### config.mk
export PLATFORM = sky130hd
export DESIGN_NAME = sc_scaled_addsub_n
export DESIGN_NICKNAME = d
export VERILOG_FILES = /design/src/rtl/sc_scaled_addsub_n.sv
export SDC_FILE = /design/constraint.sdc
export NUM_CORES = 1
export LEC_CHECK = 0
export CAP_MARGIN = 20
export CORE_MARGIN = 8
export CORE_UTILIZATION = 44
export CTS_CLUSTER_DIAMETER = 120
export DETAILED_ROUTE_END_ITERATION = 6
export PLACE_DENSITY = 0.76
export RECOVER_POWER = 100
export SETUP_SLACK_MARGIN = 0.05
export SYNTH_ARGS = -nofsm -noshare
export SYNTH_HDL_FRONTEND = slang
export SYNTH_SLANG_ARGS = --single-unit
export TNS_END_PERCENT = 10
### constraint.sdc
create_clock -name clk -period 1.7 [get_ports clk]
set_input_delay 0.34 -clock clk [delete_from_list [all_inputs] [get_ports clk]]
set_output_delay 0.34 -clock clk [all_outputs]
set_load 0.03 [all_outputs]
### src/rtl/sc_scaled_addsub_n.sv
// ----------------------------------------------------------------------------
// sc_scaled_addsub_n
// N-input stochastic-computing scaled adder/subtracter. Each accepted cycle
// one input stream is chosen by a select LFSR. The chosen bit is optionally
// inverted (bipolar negation) and emitted, so the output stream encodes
// (1/N)*sum(+/-x_i). A ones counter over STREAM_LEN accepted bits gives the
// binary result.
//
// Optional feature macro: SC_ADDSUB_SIGNED_RESULT_EN
//   defined   : o_signed_result = 2*ones_count - STREAM_LEN, registered with done
//   undefined : o_signed_result tied to zero
//
// Ports
//   clk              rising-edge clock
//   rst_n            asynchronous active-low reset
//   i_start          begin a computation (sampled only in IDLE)
//   i_seed           select-LFSR seed (0 is mapped to all-ones)
//   i_sub_mask       per-channel invert (subtract) mask
//   i_in_bits        one stochastic bit per channel
//   i_in_valid       i_in_bits valid this cycle
//   o_out_bit        selected / inverted bit, registered
//   o_out_valid      o_out_bit valid
//   o_busy           high while running
//   o_done           one-cycle completion pulse
//   o_ones_count     number of ones emitted in this computation
//   o_signed_result  bipolar decode (see macro above)
// ----------------------------------------------------------------------------
module sc_scaled_addsub_n #(
    parameter int N_IN       = 4,
    parameter int SEL_W      = $clog2(N_IN),
    parameter int LFSR_W     = 8,
    parameter int STREAM_LEN = 256,
    parameter int CNT_W      = $clog2(STREAM_LEN + 1)
) (
    input  logic              clk,
    input  logic              rst_n,
    input  logic              i_start,
    input  logic [LFSR_W-1:0] i_seed,
    input  logic [N_IN-1:0]   i_sub_mask,
    input  logic [N_IN-1:0]   i_in_bits,
    input  logic              i_in_valid,
    output logic              o_out_bit,
    output logic              o_out_valid,
    output logic              o_busy,
    output logic              o_done,
    output logic [CNT_W-1:0]  o_ones_count,
    output logic [CNT_W:0]    o_signed_result
);

    typedef enum logic [0:0] {
        ST_IDLE = 1'b0,
        ST_RUN  = 1'b1
    } state_t;

    // Tap masks: 8-bit x^8+x^6+x^5+x^4+1, 16-bit x^16+x^14+x^13+x^11+1.
    localparam logic [LFSR_W-1:0] LP_TAPS = (LFSR_W == 16) ? LFSR_W'(32'h0000_B400)
                                                           : LFSR_W'(32'h0000_00B8);
    localparam logic [CNT_W-1:0]  LP_LAST = CNT_W'(STREAM_LEN - 1);

    // Fibonacci step: shift left, XOR of the tapped bits enters at bit 0.
    function automatic logic [LFSR_W-1:0] lfsr_next(input logic [LFSR_W-1:0] s);
        logic fb;
        fb = ^(s & LP_TAPS);
        return {s[LFSR_W-2:0], fb};
    endfunction

    state_t              r_state;
    state_t              w_state_next;
    logic [LFSR_W-1:0]   r_lfsr;
    logic [CNT_W-1:0]    r_bit_cnt;
    logic [CNT_W-1:0]    r_ones;
    logic                r_out_bit;
    logic                r_out_valid;
    logic                r_busy;
    logic                r_done;

    logic [SEL_W-1:0]    w_sel;
    logic                w_bit;
    logic                w_accept;
    logic                w_last;
    logic [CNT_W-1:0]    w_ones_next;

    assign w_sel       = r_lfsr[SEL_W-1:0];
    assign w_bit       = i_in_bits[w_sel] ^ i_sub_mask[w_sel];
    assign w_accept    = (r_state == ST_RUN) && i_in_valid;
    assign w_last      = w_accept && (r_bit_cnt == LP_LAST);
    assign w_ones_next = r_ones + CNT_W'(w_bit);

    // State register.
    always_ff @(posedge clk or negedge rst_n) begin
        if (!rst_n) begin
            r_state <= ST_IDLE;
        end else begin
            r_state <= w_state_next;
        end
    end

    // Next-state logic; a start coincident with completion is not seen
    // because the FSM is still in RUN on that edge.
    always_comb begin
        w_state_next = r_state;
        case (r_state)
            ST_IDLE: begin
                if (i_start) begin
                    w_state_next = ST_RUN;
                end else begin
                    w_state_next = ST_IDLE;
                end
            end
            ST_RUN: begin
                if (w_last) begin
                    w_state_next = ST_IDLE;
                end else begin
                    w_state_next = ST_RUN;
                end
            end
            default: w_state_next = ST_IDLE;
        endcase
    end

    // Datapath: LFSR, counters and registered stream output.
    always_ff @(posedge clk or negedge rst_n) begin
        if (!rst_n) begin
            r_lfsr      <= {LFSR_W{1'b1}};
            r_bit_cnt   <= {CNT_W{1'b0}};
            r_ones      <= {CNT_W{1'b0}};
            r_out_bit   <= 1'b0;
            r_out_valid <= 1'b0;
            r_busy      <= 1'b0;
            r_done      <= 1'b0;
        end else begin
            r_busy <= (w_state_next == ST_RUN);
            r_done <= w_last;
            if (r_state == ST_IDLE) begin
                r_out_valid <= 1'b0;
                if (i_start) begin
                    r_lfsr    <= (i_seed == {LFSR_W{1'b0}}) ? {LFSR_W{1'b1}} : i_seed;
                    r_bit_cnt <= {CNT_W{1'b0}};
                    r_ones    <= {CNT_W{1'b0}};
                end else begin
                    r_lfsr <= r_lfsr;
                end
            end else if (i_in_valid) begin
                r_out_bit   <= w_bit;
                r_out_valid <= 1'b1;
                r_ones      <= w_ones_next;
                r_bit_cnt   <= r_bit_cnt + {{(CNT_W-1){1'b0}}, 1'b1};
                r_lfsr      <= lfsr_next(r_lfsr);
            end else begin
                // Stall: everything except out_valid holds.
                r_out_valid <= 1'b0;
            end
        end
    end

`ifdef SC_ADDSUB_SIGNED_RESULT_EN
    localparam logic [CNT_W:0] LP_LEN_X = (CNT_W+1)'(STREAM_LEN);
    logic [CNT_W:0] r_signed;

    // Bipolar decode 2*ones - STREAM_LEN, captured with the done pulse.
    always_ff @(posedge clk or negedge rst_n) begin
        if (!rst_n) begin
            r_signed <= {(CNT_W+1){1'b0}};
        end else if ((r_state == ST_IDLE) && i_start) begin
            r_signed <= {(CNT_W+1){1'b0}};
        end else if (w_last) begin
            r_signed <= {w_ones_next, 1'b0} - LP_LEN_X;
        end else begin
            r_signed <= r_signed;
        end
    end

    assign o_signed_result = r_signed;
`else
    assign o_signed_result = {(CNT_W+1){1'b0}};
`endif

    assign o_out_bit    = r_out_bit;
    assign o_out_valid  = r_out_valid;
    assign o_busy       = r_busy;
    assign o_done       = r_done;
    assign o_ones_count = r_ones;

endmodule

# Word-level counts from Yosys, hierarchy flattened
# Index checks and enable logic that the tools add are counted.
[totals]
regBits = 30
latch_bits = 0
ramBits = 0
rom_bits = 0
input_bits = 20
word_cells = 39
n_memories = 0
[classes]
add_sub_neg = 2
multipliers = 0
div_mod_pow = 0
n_lt_le_gt_ge = 1
n_eq_ne = 2
shift = 0
muxes = 18
bitwise_logic = 2
n_reduce_logical = 7
[ops]
columns = ["cell", "count"]
rows = [
  ["$mux W9", 5],
  ["$mux W8", 4],
  ["$add A9 B1 Y9", 1],
  ["$add A9 B1 Y9 const B", 1],
  ["$eq A9 B8 Y1 const B", 1],
  ["$logic_not A8 Y1", 1],
  ["$reduce_xor A8 Y1", 1],
  ["$mux W1", 6],
  ["$bmux W1 S2", 2],
  ["$reduce_and A2 Y1", 2],
  ["$lt A2 B3 Y1 const B", 1],
  ["$logic_and A1 B1 Y1", 2],
  ["$ne A2 B2 Y1 const B", 1],
  ["$pmux W1 S2", 1],
  ["$reduce_bool A2 Y1", 1],
  ["$not A1 Y1", 1],
  ["$xor A1 B1 Y1", 1],
]

# Longest topological paths before layout
[depth]
depth_word = 6
depth_mapped = 7
depth_no_buf = 7

# Worst setup path after synthesis
# OpenSTA, ideal clock, no wires.
[synth_path]
kind = "register to register"
from = "register r_lfsr[1]"
to = "register r_ones[8] (netlist: o_ones_count[8])"
setup_time_ns = 0.078
t_arrival_ns = 1.807
t_required_ns = 1.622
slack_ns = -0.185
stages_incl_launch_ff = 7
n_path_buf = 0
path_cell_list = "dfstp_2 mux4_2 ha_1 ha_1 nand3_1 or4_1 a21oi_1"
[synth_between]
elab_chain_cells = 6
[synth_rtl]
columns = ["element", "line", "rtl"]
rows = [
  ["from (decl)", "69", "logic [LFSR_W-1:0] r_lfsr;"],
  ["from (signal assigned)", "124", "r_lfsr <= {LFSR_W{1'b1}};"],
  ["from (signal assigned)", "137", "r_lfsr <= (i_seed == {LFSR_W{1'b0}}) ? {LFSR_W{1'b1}} : i_seed;"],
  ["from (signal assigned)", "141", "r_lfsr <= r_lfsr;"],
  ["$bmux W1 S2", "84", "assign w_bit = i_in_bits[w_sel] ^ i_sub_mask[w_sel];"],
  ["$mux W1 (not written as such)", "84", ""],
  ["$xor A1 B1 Y1 (*)", "84", ""],
  ["net w_bit", "78", "logic w_bit;"],
  ["$add A9 B1 Y9 (*)", "87", "assign w_ones_next = r_ones + CNT_W'(w_bit);"],
  ["$mux W9 (*)", "143", "end else if (i_in_valid) begin"],
  ["$mux W9 (*)", "134", "if (r_state == ST_IDLE) begin"],
  ["to (signal assigned)", "126", "r_ones <= {CNT_W{1'b0}};"],
  ["to (signal assigned)", "139", "r_ones <= {CNT_W{1'b0}};"],
  ["to (signal assigned)", "146", "r_ones <= w_ones_next;"],
  ["to (decl)", "71", "logic [CNT_W-1:0] r_ones;"],
]
# The timed path passes the listed nets; every way through them passes the cells marked *. The select of a mux whose other input is x is not followed.
# A chain may end at the register's enable or synchronous reset.

# Final worst setup path
[layout_path]
from = "register r_lfsr[1]"
to = "register r_ones[6] (netlist: o_ones_count[6])"
# Same word-level chain as after synthesis.

==> results.ini <==
[floorplanning]
io_pins=43
fp.dieH_um=77.59
fp-row-count=22
dieWidth_um=77.59
floorplan.initialDensity_pct=45.59
dieArea_sq_um=6020
core_sq_um=3661

[clock_tree]
clock_latency_ps=290
cts_tree=yes
path_clk_slew_ps=60
h-tree-depth=2
cts_buffer_depth=2
cts_root_buf=clkbuf_8
cts_inserted_buffers=5
cts.sinks=30

[sta]
worst_slack_ps=-229.8
skew_ps=5.796
fmax_mhz=518.2
rsz0062_at_grt=true
finalHoldViolations=0
relSlewSlack_pct=49.94
worst_slew_pin_slew_ps=751.0
fin_crit_ps=1930
maxSlewViolCount=0
setup_viol=8
fin_hold_ws_ps=466.1
post-route-period-util_pct=113.5

[worst_setup_path]
ff2ff_setup_slack_ps=-230
critPathKind=reg2reg
r2r-start=r_lfsr[1]$_DFFE_PN1P_
cp-end-kind=flop
required_ps=1910
start_kind=flop
cp_max_fo=6
worstPathArrival_ps=2140
critPathLaunch=r_lfsr[1]$_DFFE_PN1P_

[placed_design]
globalplace.congestion=0.7794
io_buffers=32
dp_hpwl_um=2657
dp_cells=264

[synthesis]
ys_seq_area_share_pct=45.58
synth_top_cell_area_share_pct=32.98
synth_top_area_cell=dfrtp_1
synth_seq_cells=30
yosys-top-cells-area=dfrtp_1 (33%), dfstp_2 (13%), a21oi_1 (5.4%), buf_4 (4.5%), xor2_1 (4.2%)
yosysUniqueCellTypes=33
ys_warn_count=0
syn_area_sq_um=1669
postSynthCellCount=173
postSynthAreaPerCell_sq_um=9.648

[power_and_ir_drop]
leakagePower_nw=0.9752
vdd_drop_max_v=0.0007766
p_switching_mw=0.9448
p_seq_share_pct=44.2
pwr_density_cell_nw_per_um2=1161
pwr-share-clk_pct=22.6
combPwrFrac_pct=33.2
swShare_pct=36.01
p_int_mw=1.679

[cells_and_area]
drive_above_1_share_pct=23.79
syn_to_final_growth_pct=35.38
fin_nets=250
antenna_cells=0
fin_cells=275
final-seq-area_sq_um=760.7
multi_input_area_sq_um=863.3
num-fill-cells=329

[flow_run]
cap_violations=0

[global_routing]
overflow=0
grt_max_degree=31
antenna_found_initial=0
globalRouteTotalUtil_pct=12.98
grt_first_pass_wirelength_um=6548
grt_pass1_vias=1487

[route]
detail_route.first_pass.iterations=4
vias=1425
viasPerCell=5.182
routedWlPerCell_um=13.06
drc=0
dr.first_iter.drc_count=61
ant_nets=0
wl_um=3591

[outcome]
violations=setup timing
outcome=finished with violations

[worst_hold_path]
min_from=r_lfsr[2]$_DFFE_PN1P_
hp-class=reg2reg

routing by layer:
metal  GRT usage, %  vias to the layer above  wire length [um]
met1          14.52                      667              1515
li1               -                      705                 -
met4          5.660                        0                51
met2          20.97                       48              1749
met5              0                        -                 0
met3          5.645                        5               275
cell families (layout without fill, tap and decap cells):
logic type,Yosys count,after routing,synth area share [%]
and+or+nand+nor,53,53,16.42
AOI/OAI and AO/OA,50,50,18.22
DFF,30,30,45.58
buffers and inverters,23,68,8.995
xor gates and xnor gates,9,9,4.723
adders and majority gates,4,4,2.999
muxes,3,3,2.848
other,1,10,0.2247
final cells by class:
cell class	instances	area share (%)
Clock buffer	7	3.821
Timing Repair Buffer	56	20.76
Inverter	4	0.6645
Multi-Input combinational cell	129	38.21
Clock inverter	1	0.2215
Tap cell	48	2.658
Sequential cell	30	33.67
through the flow:
stage | util, % | setup slack [ps] | setup TNS, ps | instance area (sq um) | total power, mW
after floorplan | - | -80.93 | -406.2 | 1743 | 1.698
after global placement | 58.54 | -559.3 | -5791 | 2143 | 2.028
after detailed placement | 58.54 | -625.3 | -6358 | 2143 | 2.050
after CTS | 61.55 | -235.4 | -1278 | 2253 | 2.646
after global routing | 61.72 | -286.1 | -1752 | 2260 | 2.801
final | 61.72 | -229.8 | -1256 | 2260 | 2.624
state kept, by name (all words and copies together), names as in the netlist:
| name | flops |
|---|---|
| o_out_valid | 1 |
| o_busy | 1 |
| o_ones_count | 9 |
| r_bit_cnt | 9 |
| o_out_bit | 1 |
| r_lfsr | 8 |
| o_done | 1 |
final timing paths:
kind | end | depth (start not counted)
worst max register to register | o_ones_count[6]$_DFFE_PN0P_ | 6
worst max-delay path | o_ones_count[6]$_DFFE_PN0P_ | 6
worst min-delay path | r_lfsr[2]$_DFFE_PN1P_ | 2
worst min register to register | r_lfsr[2]$_DFFE_PN1P_ | 2
min in group asynchronous | o_done$_DFF_PN0_ | 2
max in group asynchronous | o_ones_count[2]$_DFFE_PN0P_ | 2
cell usage after synthesis (all sizes together):
cell type	count
mux2	1
mux4	1
xnor2	1
a22o	3
dfstp	8
nand3	9
o21ai	14
xor2	8
nor3	1
or4	8
dfrtp	22
nand2	12
buf	15
conb	1
inv	4
ha	4
and3	1
clkbuf	4
a21oi	18
mux2i	1
o31ai	6
o21a	8
nand4	3
or3	5
nor3b	1
a211oi	1
nor2	12
nor2b	1
repair_timing:
action / in CTS / in global routing
setup buffers: 3 / 0
pin swaps: 13 / 5
hold buffers: 0 / 0
gates resized for setup: 21 / 6
setup endpoints to repair: 19 / 13
critical path, cell delays in order, from the launching register on:
cell and delay [ps]:
dfstp_2 540, mux4_2 260, ha_4 150, ha_4 150
nand3_4 100, or4_4 530, a21oi_2 130
power groups by stage:
stage | clock network, mW | logic [mW] | registers (mW)
detailed placement | 0 | 0.896 | 1.15
global route | 0.644 | 0.968 | 1.19
floorplan | 0 | 0.444 | 1.25
global placement | 0 | 0.876 | 1.15
CTS | 0.607 | 0.884 | 1.16
finish | 0.593 | 0.872 | 1.16
cell usage in the layout (no fill, tap or decap), types with 2 or more instances in the layout:
| master | n |
|---|---|
| a21oi_1 | 17 |
| a22o_1 | 3 |
| buf_4 | 20 |
| buf_6 | 2 |
| clkbuf_1 | 2 |
| clkbuf_2 | 3 |
| clkbuf_8 | 6 |
| clkdlybuf4s50_1 | 10 |
| conb_1 | 10 |
| dfrtp_1 | 22 |
| dfstp_2 | 8 |
| dlygate4sd2_1 | 18 |
| dlygate4sd3_1 | 2 |
| ha_1 | 2 |
| ha_4 | 2 |
| inv_1 | 4 |
| nand2_1 | 12 |
| nand3_1 | 6 |
| nand3_4 | 2 |
| nand4_1 | 3 |
| nor2_1 | 12 |
| o21a_1 | 8 |
| o21ai_0 | 7 |
| o21ai_1 | 7 |
| o31ai_1 | 5 |
| or3_1 | 5 |
| or4_1 | 5 |
| or4_4 | 3 |
| xor2_1 | 8 |
Note: power is estimated with default switching activity, not from simulation.
